[config.mk]
export PLATFORM = sky130hd
export DESIGN_NAME = decode_issue_stage
export DESIGN_NICKNAME = d
export VERILOG_FILES = /design/src/rtl/decode_issue_stage.sv
export SDC_FILE = /design/constraint.sdc
export NUM_CORES = 1
export LEC_CHECK = 0
export CAP_MARGIN = 5
export CORE_ASPECT_RATIO = 0.6
export CORE_UTILIZATION = 30
export DETAILED_ROUTE_END_ITERATION = 6
export HOLD_SLACK_MARGIN = 0.06
export SLEW_MARGIN = 20
export SYNTH_ARGS = -nofsm -noshare
export SYNTH_HDL_FRONTEND = slang
export SYNTH_SLANG_ARGS = --single-unit
[constraint.sdc]
create_clock -name clk -period 5.3 [get_ports clk]
set_clock_uncertainty 0.2 [all_clocks]
set_input_delay 1.06 -clock clk [delete_from_list [all_inputs] [get_ports clk]]
set_output_delay 1.06 -clock clk [all_outputs]
set_load 0.1 [all_outputs]
[src/rtl/decode_issue_stage.sv]
// Decode/issue stage: MIPS-subset decode, busy-scoreboard hazard stall,
// and a 1-entry ID/EX output register with valid/ready handshake.
module decode_issue_stage #(
   parameter int CNT_W = 16
) (
   input  logic             clk,
   input  logic             rst,
   input  logic             in_valid,
   output logic             in_ready,
   input  logic [31:0]      in_instr,
   input  logic [31:0]      in_pc,
   output logic [4:0]       rf_read1,
   output logic [4:0]       rf_read2,
   input  logic [31:0]      rf_data1,
   input  logic [31:0]      rf_data2,
   input  logic             wb_valid,
   input  logic [4:0]       wb_reg,
   output logic             out_valid,
   input  logic             out_ready,
   output logic [31:0]      out_rs_val,
   output logic [31:0]      out_rt_val,
   output logic [31:0]      out_imm,
   output logic [4:0]       out_dest,
   output logic             out_regwrite,
   output logic [5:0]       out_alu_op,
   output logic             out_illegal,
   output logic [31:0]      out_pc,
   output logic [CNT_W-1:0] stall_cnt
);

   typedef struct packed {
      logic [31:0] rs_val;
      logic [31:0] rt_val;
      logic [31:0] imm;
      logic [4:0]  dest;
      logic        regwrite;
      logic [5:0]  alu_op;
      logic        illegal;
      logic [31:0] pc;
   } id_ex_t;

   logic [5:0]  op;
   logic [4:0]  rs, rt, rd;
   logic        is_r, is_i, is_sb, zext;
   logic        use_rs, use_rt, regwrite, illegal;
   logic [4:0]  dest;
   logic        hazard, fire;
   logic [31:0] busy, busy_nxt;
   id_ex_t      id_ex, id_ex_nxt;
   logic        unused_shamt;

   assign op       = in_instr[31:26];
   assign rs       = in_instr[25:21];
   assign rt       = in_instr[20:16];
   assign rd       = in_instr[15:11];
   assign rf_read1 = rs;
   assign rf_read2 = rt;

   assign unused_shamt = ^in_instr[10:6];

   assign is_r  = (op == 6'h00);
   assign is_i  = op inside {6'h08, 6'h09, 6'h0c, 6'h0d, 6'h23};
   assign is_sb = op inside {6'h2b, 6'h04};
   assign zext  = op inside {6'h0c, 6'h0d};

   always_comb begin
      dest     = 5'd0;
      use_rs   = 1'b0;
      use_rt   = 1'b0;
      regwrite = 1'b0;
      illegal  = 1'b0;
      unique case (1'b1)
         is_r: begin
            dest     = rd;
            use_rs   = 1'b1;
            use_rt   = 1'b1;
            regwrite = (rd != 5'd0);
         end
         is_i: begin
            dest     = rt;
            use_rs   = 1'b1;
            regwrite = (rt != 5'd0);
         end
         is_sb: begin
            use_rs   = 1'b1;
            use_rt   = 1'b1;
         end
         default: illegal = 1'b1;
      endcase
   end

   // No writeback bypass: busy is the registered state only.
   assign hazard = in_valid &&
                   ((use_rs && busy[rs]) ||
                    (use_rt && busy[rt]) ||
                    (regwrite && busy[dest]));

   assign in_ready = (!out_valid || out_ready) && !hazard;
   assign fire     = in_valid && in_ready;

   // Clear first so an issue to the same register wins.
   always_comb begin
      busy_nxt = busy;
      if (wb_valid)
         busy_nxt[wb_reg] = 1'b0;
      if (fire && regwrite)
         busy_nxt[dest] = 1'b1;
      busy_nxt[0] = 1'b0;
   end

   always_comb begin
      id_ex_nxt.rs_val   = rf_data1;
      id_ex_nxt.rt_val   = rf_data2;
      id_ex_nxt.imm      = zext ? {16'h0000, in_instr[15:0]}
                                : {{16{in_instr[15]}}, in_instr[15:0]};
      id_ex_nxt.dest     = dest;
      id_ex_nxt.regwrite = regwrite;
      id_ex_nxt.alu_op   = is_r ? in_instr[5:0] : op;
      id_ex_nxt.illegal  = illegal;
      id_ex_nxt.pc       = in_pc;
   end

   always_ff @(posedge clk) begin
      if (rst) begin
         busy      <= '0;
         out_valid <= 1'b0;
         id_ex     <= '0;
         stall_cnt <= '0;
      end else begin
         busy <= busy_nxt;
         if (fire) begin
            out_valid <= 1'b1;
            id_ex     <= id_ex_nxt;
         end else if (out_ready) begin
            out_valid <= 1'b0;
         end
         if (hazard && !(&stall_cnt))
            stall_cnt <= stall_cnt + 1'b1;
      end
   end

   assign out_rs_val   = id_ex.rs_val;
   assign out_rt_val   = id_ex.rt_val;
   assign out_imm      = id_ex.imm;
   assign out_dest     = id_ex.dest;
   assign out_regwrite = id_ex.regwrite;
   assign out_alu_op   = id_ex.alu_op;
   assign out_illegal  = id_ex.illegal;
   assign out_pc       = id_ex.pc;

endmodule

Word-level counts from Yosys, hierarchy flattened

Index checks and enable logic that the tools add are counted.

Logic and storage cells: 76
Output and inout port bits: 169
Bits of input ports: 138
Flip-flop bits (word level): 190

Equality and inequality tests: 7
Order comparisons: 6
Bitwise operators: 3
Muxes and demuxes: 21
Reductions and logical operators: 26
$add $sub $neg: 1

Operator list:

| operator                                                                     | number |
|---|---|
| 32-bit 2-to-1 mux                                                            | 3 |
| 32-bit AND                                                                   | 1 |
| 32-bit NOT                                                                   | 1 |
| 32-bit bitwise OR                                                            | 1 |
| 6-bit by 4-bit == test with 1-bit output, second input constant              | 4 |
| 5-bit by 6-bit less-than comparator with 1-bit output, second input constant | 4 |
| 16-bit by 1-bit adder with 16-bit output, second input constant              | 1 |
| 16-bit AND reduction                                                         | 1 |
| 1-bit binary-select mux with 5-bit select                                    | 3 |
| 5-bit nonzero test                                                           | 3 |
| 6-bit == test, second input constant                                         | 2 |
| 1-bit demux with 5-bit select                                                | 2 |
| 5-bit by 1-bit >= comparator with 1-bit output, second input constant        | 2 |
| 1-bit logical AND                                                            | 10 |
| 1-bit 2-to-1 mux                                                             | 10 |
| 5-bit one-hot mux with 2 select lines                                        | 1 |
| 6-bit by 3-bit == test with 1-bit output, second input constant              | 1 |
| 6-bit logical NOT                                                            | 1 |
| 6-bit 2-to-1 mux                                                             | 1 |
| 2-bit nonzero test                                                           | 3 |
| 1-bit logical NOT                                                            | 3 |
| 1-bit logical OR                                                             | 3 |
| 3-bit OR reduction                                                           | 1 |
| 1-bit one-hot mux with 2 select lines                                        | 1 |
| 2-bit OR reduction                                                           | 1 |

Longest topological paths before layout

Word-level depth: 13
Mapped depth: 14
Mapped depth without buffers: 9

Worst setup path after synthesis

Ideal clock, no wire load.

Path type: in2out
From: in in_instr[30]
To: out in_ready
Data arrival time: 4.252 ns
Stages on the path: 11
Path slack: -0.212 ns
Required time: 4.040 ns
Buffers on the path: 3
Cell sequence: clkbuf_1 > nor2_1 > and3_1 > buf_4 > nor2_2 > mux4_2 > or3_1 > a41o_1 > nand2_1 > buf_4 > o21a_1

Word-level cells in the longest chain between the ends: 10
Elaborated cells on any way between the ends: 26
Classes of those cells: 7 x eq/ne; 6 x mux; 13 x reduce/logical

RTL lines:

| item                                                                                 | line   | text |
|---|---|---|
| start, declared                                                                      | 10     | `input logic [31:0] in_instr,` |
| 6-bit by 4-bit == test with 1-bit output, or another cell as far along               | 62     | `assign is_i = op inside {6'h08, 6'h09, 6'h0c, 6'h0d, 6'h23};` |
| 5-bit nonzero test / 2-bit nonzero test (equally long branches)                      | 62, 63 |  |
| 5-bit one-hot mux with 2 select lines, or another cell as far along                  | 72     | `unique case (1'b1)` |
| 1-bit binary-select mux with 5-bit select / 1-bit 2-to-1 mux (equally long branches) | 96, 72 |  |
| 1-bit 2-to-1 mux (implied by the code), or another cell as far along                 | 96     | `(regwrite && busy[dest]));` |
| 1-bit logical AND / 1-bit logical OR (equally long branches)                         | 96, 94 |  |
| 1-bit logical OR (*)                                                                 | 95     | `(use_rt && busy[rt]) \|\|` |
| 1-bit logical AND (*)                                                                | 93     | `assign hazard = in_valid &&` |
| 1-bit logical NOT (*)                                                                | 98     | `assign in_ready = (!out_valid \|\| out_ready) && !hazard;` |
| 1-bit logical AND (*)                                                                | 98     |  |
| end, declared                                                                        | 9      | `output logic in_ready,` |

Every way passes the cells marked *; elsewhere a longest branch is shown, timed or not. The select of a mux whose other input is x is not followed.

Worst setup path in the final report

From: in in_instr[26]
To: out in_ready

The elaborated chain is that of the path after synthesis.

==> flow_results.org <==
** Setup path
- Largest fanout on the critical path :: 12
- STA puts the critical path data arrival time at 3880 ps.
- Chain of cells forming the critical path :: clkdlybuf4s50_1 > and4b_1 > a21o_1 > buf_4 > a32o_1 > a311o_1 > a221o_1 > nand4b_1 > nand2_1 > o21a_2 > buf_12
- FF-to-FF Start :: busy[31]$_SDFF_PP0_
- The worst setup path is captured at an output pin.
- Data required time of the worst path :: 4040 ps
- Register-to-register path setup slack :: 2040 ps
- Among all stages on the critical path, the largest delay is contributed by sky130_fd_sc_hd__clkdlybuf4s50_1.
- Family of cells with the greatest summed delay on the critical path :: compound AO/OA/AOI/OAI gates
- The largest single stage delay on the critical path is 540 ps.
- By startpoint and endpoint, the worst setup path is classified as primary input to output pin.
- The critical path starts at in_instr[26].
- Worst Path Buf+Inv :: 3
- STA classifies the critical path startpoint as a primary input.

** Logic synthesis
- For this run, asynchronously set or reset flops after synthesis account for 0%.
- Number of warnings printed during yosys synthesis :: 0
- In the synthesized netlist, the number of instances is 875.
- Yosys mapped a number of flops with a built-in enable equal to 0.
- After synthesis the netlist holds a flip-flop and latch count of 174.
- Among all flip-flop cells after synthesis, the most frequent one is sky130_fd_sc_hd__dfxtp_1.
- Number of different library cells in the post-synthesis netlist :: 62
- Dividing the synthesized area by the synthesized cell count gives 9.33 um^2.
- For this run, the register share of the synthesized area comes to 42.7%.
- Net count after synthesis :: 1014
- Mapped cell area :: 8170 um^2

** Placed design
- Post-detailed-placement half-perimeter wirelength :: 24100 um
- Routability-driven placement finished with a final weighted congestion of 0.975.
- Input/output buffers :: 306

** Detailed routing
- DR vias/cell :: 5.05
- Length of routed met2 wiring :: 12700 um
- Iteration-0 DRC count of the detailed router :: 584
- The routed design uses 3620 um of met3 wire.
- DR DRC count :: 0
- Vias :: 7727
- Max Used Layer :: met5
- Routed Wire Length :: 32000 um
- In the final routing, the length of wire on met1 measures 15200 um.
- The detail route stage leaves a number of antenna-violating nets equal to 0.
- Detailed-route wire length per cell :: 20.9 um
- Router iterations before antenna repair :: 5

** STA
- Unrepaired setup endpoints after global routing :: false
- The count of final max-slew check failures was 0.
- Setup violations remaining at the end of the flow were counted as 0.
- Slew at the pin closest to its max-slew limit :: 1160 ps
- Derived from the worst setup path, the maximum achievable clock frequency is 0.195 GHz.
- Of the available clock period, the critical path in the final layout requires 96.9%.
- The final-report hold violation count was 0.
- The routed design could run at a clock period as short as 5140 ps.
- The worst pin sits at a relative slew slack of 22.2%.
- Final-layout setup total negative slack :: 0 ps
- Hold is met by 294 ps.

** Finish
- Area growth from synthesis to layout :: 47.9%
- Registers take 3480 um^2.
- The net count of the finished layout is 1298.
- 0 antenna diodes ended up in the layout.
- The filler cells instantiated in the layout total 2567.
- Multi-input logic area :: 4180 um^2
- Leading cell types in the layout, fill and taps excluded :: sky130_fd_sc_hd__clkdlybuf4s50_1, sky130_fd_sc_hd__dfxtp_1, sky130_fd_sc_hd__nor2_1
- Leaving out fill and tap cells, the most frequent cell in the layout is sky130_fd_sc_hd__clkdlybuf4s50_1.
- Layout cell share with drive strength beyond 1 :: 9.65%

** Power
- Power per unit of standard cell area :: 315 nW/um^2
- Summed over all cells, the static leakage comes to 4.62 nW.
- Peak VDD IR :: 0.205 mV

** Clock network
- Clock tree synthesis selected as its root buffer the cell sky130_fd_sc_hd__clkbuf_16.
- After clock tree synthesis, the clock-pin slew on the worst setup and hold paths is 70 ps.
- TritonCTS built the clock tree.
- Max Root-Sink Buffers :: 2
- The clock net in this run drives a total of 174 sinks.
- Clock latency on the worst-skew pair :: 440 ps
- Clock buffer count from CTS :: 17
- Total number of H-tree levels :: 4
- Post-CTS Setup Repair Bufs :: 0

** Global routing
- The initial antenna violation count is 2.
- Pin count of the biggest net entering global routing :: 87
- The first global-routing pass estimated 47300 um of wire.
- The via count of the first global-routing pass was 7371.
- For this run, the total global-route usage over all layers was measured as 22.7%.
- Grt ovf :: 0

** Floorplanning
- The floorplan has 46 rows.
- The die covers 27900 um^2.
- Horiz. Die Dim :: 215 um
- For this configuration, the core starts out at a cell density of 30.7%.
- Pin placement for this block handled 307 I/O pins.
- Vertical extent of the die :: 130 um
- After floorplanning, the core was sized to cover 26600 um^2.

** Flow run
- Max-cap violations in this run came to 0.

** Hold path
- The min-delay analysis places its worst path in the category flop to flop.
- In this run the most critical hold path is launched from out_rs_val[27]$_SDFFE_PP0P_.

** Status
- Run status :: completed
==> flip-flops by register name, summed over array words and instances, names as in the netlist <==
register,flops
busy,31
out_alu_op,6
out_dest,5
out_illegal,1
out_imm,17
out_pc,32
out_regwrite,1
out_rs_val,32
out_rt_val,32
out_valid,1
stall_cnt,16
==> metrics by stage <==
step           worst slack (ps)  utilization (%)  cells  instance area (um^2)  total power, mW
6_report                    162             45.4   1531                 12100             3.81
3_5_place_dp                150             43.3   1500                 11500             2.62
4_1_cts                     116             45.4   1531                 12100             3.84
2_1_floorplan              61.6                -    875                  8170             2.28
3_3_place_gp                132             43.3   1500                 11500             2.62
5_1_grt                    17.0             45.4   1531                 12100             3.95
==> power breakdown <==
group          leakage [nW]  total, mW  switching, mW  internal [mW]
registers              1.42       1.42         0.0402           1.38
logic                  2.94       1.18          0.841          0.338
clock network         0.258       1.21          0.562          0.650
==> path summary, 6_finish.rpt <==
path,to,cells after the start
worst max-delay path,in_ready,11
worst min-delay path,out_rs_val[27]$_SDFFE_PP0P_,2
worst max register to register,out_rs_val[21]$_SDFFE_PP0P_,12
worst min register to register,out_rs_val[27]$_SDFFE_PP0P_,2
==> worst register-to-register path, stage by stage, from the launching register on <==
cell and delay [ps]:
sky130_fd_sc_hd__dfxtp_1 400, sky130_fd_sc_hd__mux4_2 500, sky130_fd_sc_hd__mux2i_1 140, sky130_fd_sc_hd__mux2i_1 100, sky130_fd_sc_hd__mux2i_1 220, sky130_fd_sc_hd__o22ai_2 140, sky130_fd_sc_hd__a41o_1 270, sky130_fd_sc_hd__buf_4 170
sky130_fd_sc_hd__a21oi_4 180, sky130_fd_sc_hd__buf_12 220, sky130_fd_sc_hd__buf_4 290, sky130_fd_sc_hd__mux2i_1 220, sky130_fd_sc_hd__nor2_1 60
==> cell type report <==
class,instances,share of cell area [%]
Multi-Input combinational cell,613,34.6
Sequential cell,174,28.8
Timing Repair Buffer,344,28.0
Tap cell,360,3.73
Clock buffer,20,3.62
Clock inverter,11,0.912
Inverter,9,0.280
==> cells in the mapped netlist, types with 5 or more instances <==
| cell | n | area share [%] |
|---|---|---|
| sky130_fd_sc_hd__nor2b_1 | 29 | 2.2 |
| sky130_fd_sc_hd__mux2i_1 | 140 | 17 |
| sky130_fd_sc_hd__dfxtp_1 | 174 | 43 |
| sky130_fd_sc_hd__nand4_1 | 7 | 0.54 |
| sky130_fd_sc_hd__mux2_2 | 10 | 1.4 |
| sky130_fd_sc_hd__nand2_1 | 36 | 1.7 |
| sky130_fd_sc_hd__nand3b_1 | 15 | 1.4 |
| sky130_fd_sc_hd__a21oi_1 | 24 | 1.5 |
| sky130_fd_sc_hd__and3_1 | 7 | 0.54 |
| sky130_fd_sc_hd__inv_1 | 9 | 0.41 |
| sky130_fd_sc_hd__o21ai_1 | 18 | 1.1 |
| sky130_fd_sc_hd__buf_2 | 8 | 0.49 |
| sky130_fd_sc_hd__buf_4 | 35 | 3.2 |
| sky130_fd_sc_hd__nor3b_1 | 5 | 0.46 |
| sky130_fd_sc_hd__nand3_1 | 22 | 1.3 |
| sky130_fd_sc_hd__nor2_1 | 158 | 7.3 |
| sky130_fd_sc_hd__nor4_1 | 6 | 0.46 |
| sky130_fd_sc_hd__a211oi_1 | 12 | 1.1 |
| sky130_fd_sc_hd__nor3_1 | 9 | 0.55 |
| sky130_fd_sc_hd__mux4_2 | 12 | 3.3 |
| sky130_fd_sc_hd__clkbuf_1 | 31 | 1.4 |
| sky130_fd_sc_hd__o21ai_0 | 40 | 2.5 |
==> per-layer routing <==
layer | global-route usage, % | vias up
li1 | - | 3632
met1 | 32.6 | 3729
met2 | 30.8 | 333
met3 | 9.53 | 29
met4 | 5.84 | 4
met5 | 0 | -
==> logic make-up after synthesis <==
group | count (synthesis) | share of synthesized area, %
compound gates | 129 | 9.70
xor+xnor | 2 | 0.215
fa+ha+maj | 1 | 0.153
buf+inv | 88 | 6.53
flops | 174 | 42.7
mux | 162 | 21.9
simple gates | 319 | 18.9
==> timing repair <==
item | in CTS | in global routing
hold buffers | 0 | 0
resized for setup | 0 | 4
setup endpoints to repair | 0 | 1
Note: power is estimated with default switching activity, not from simulation.
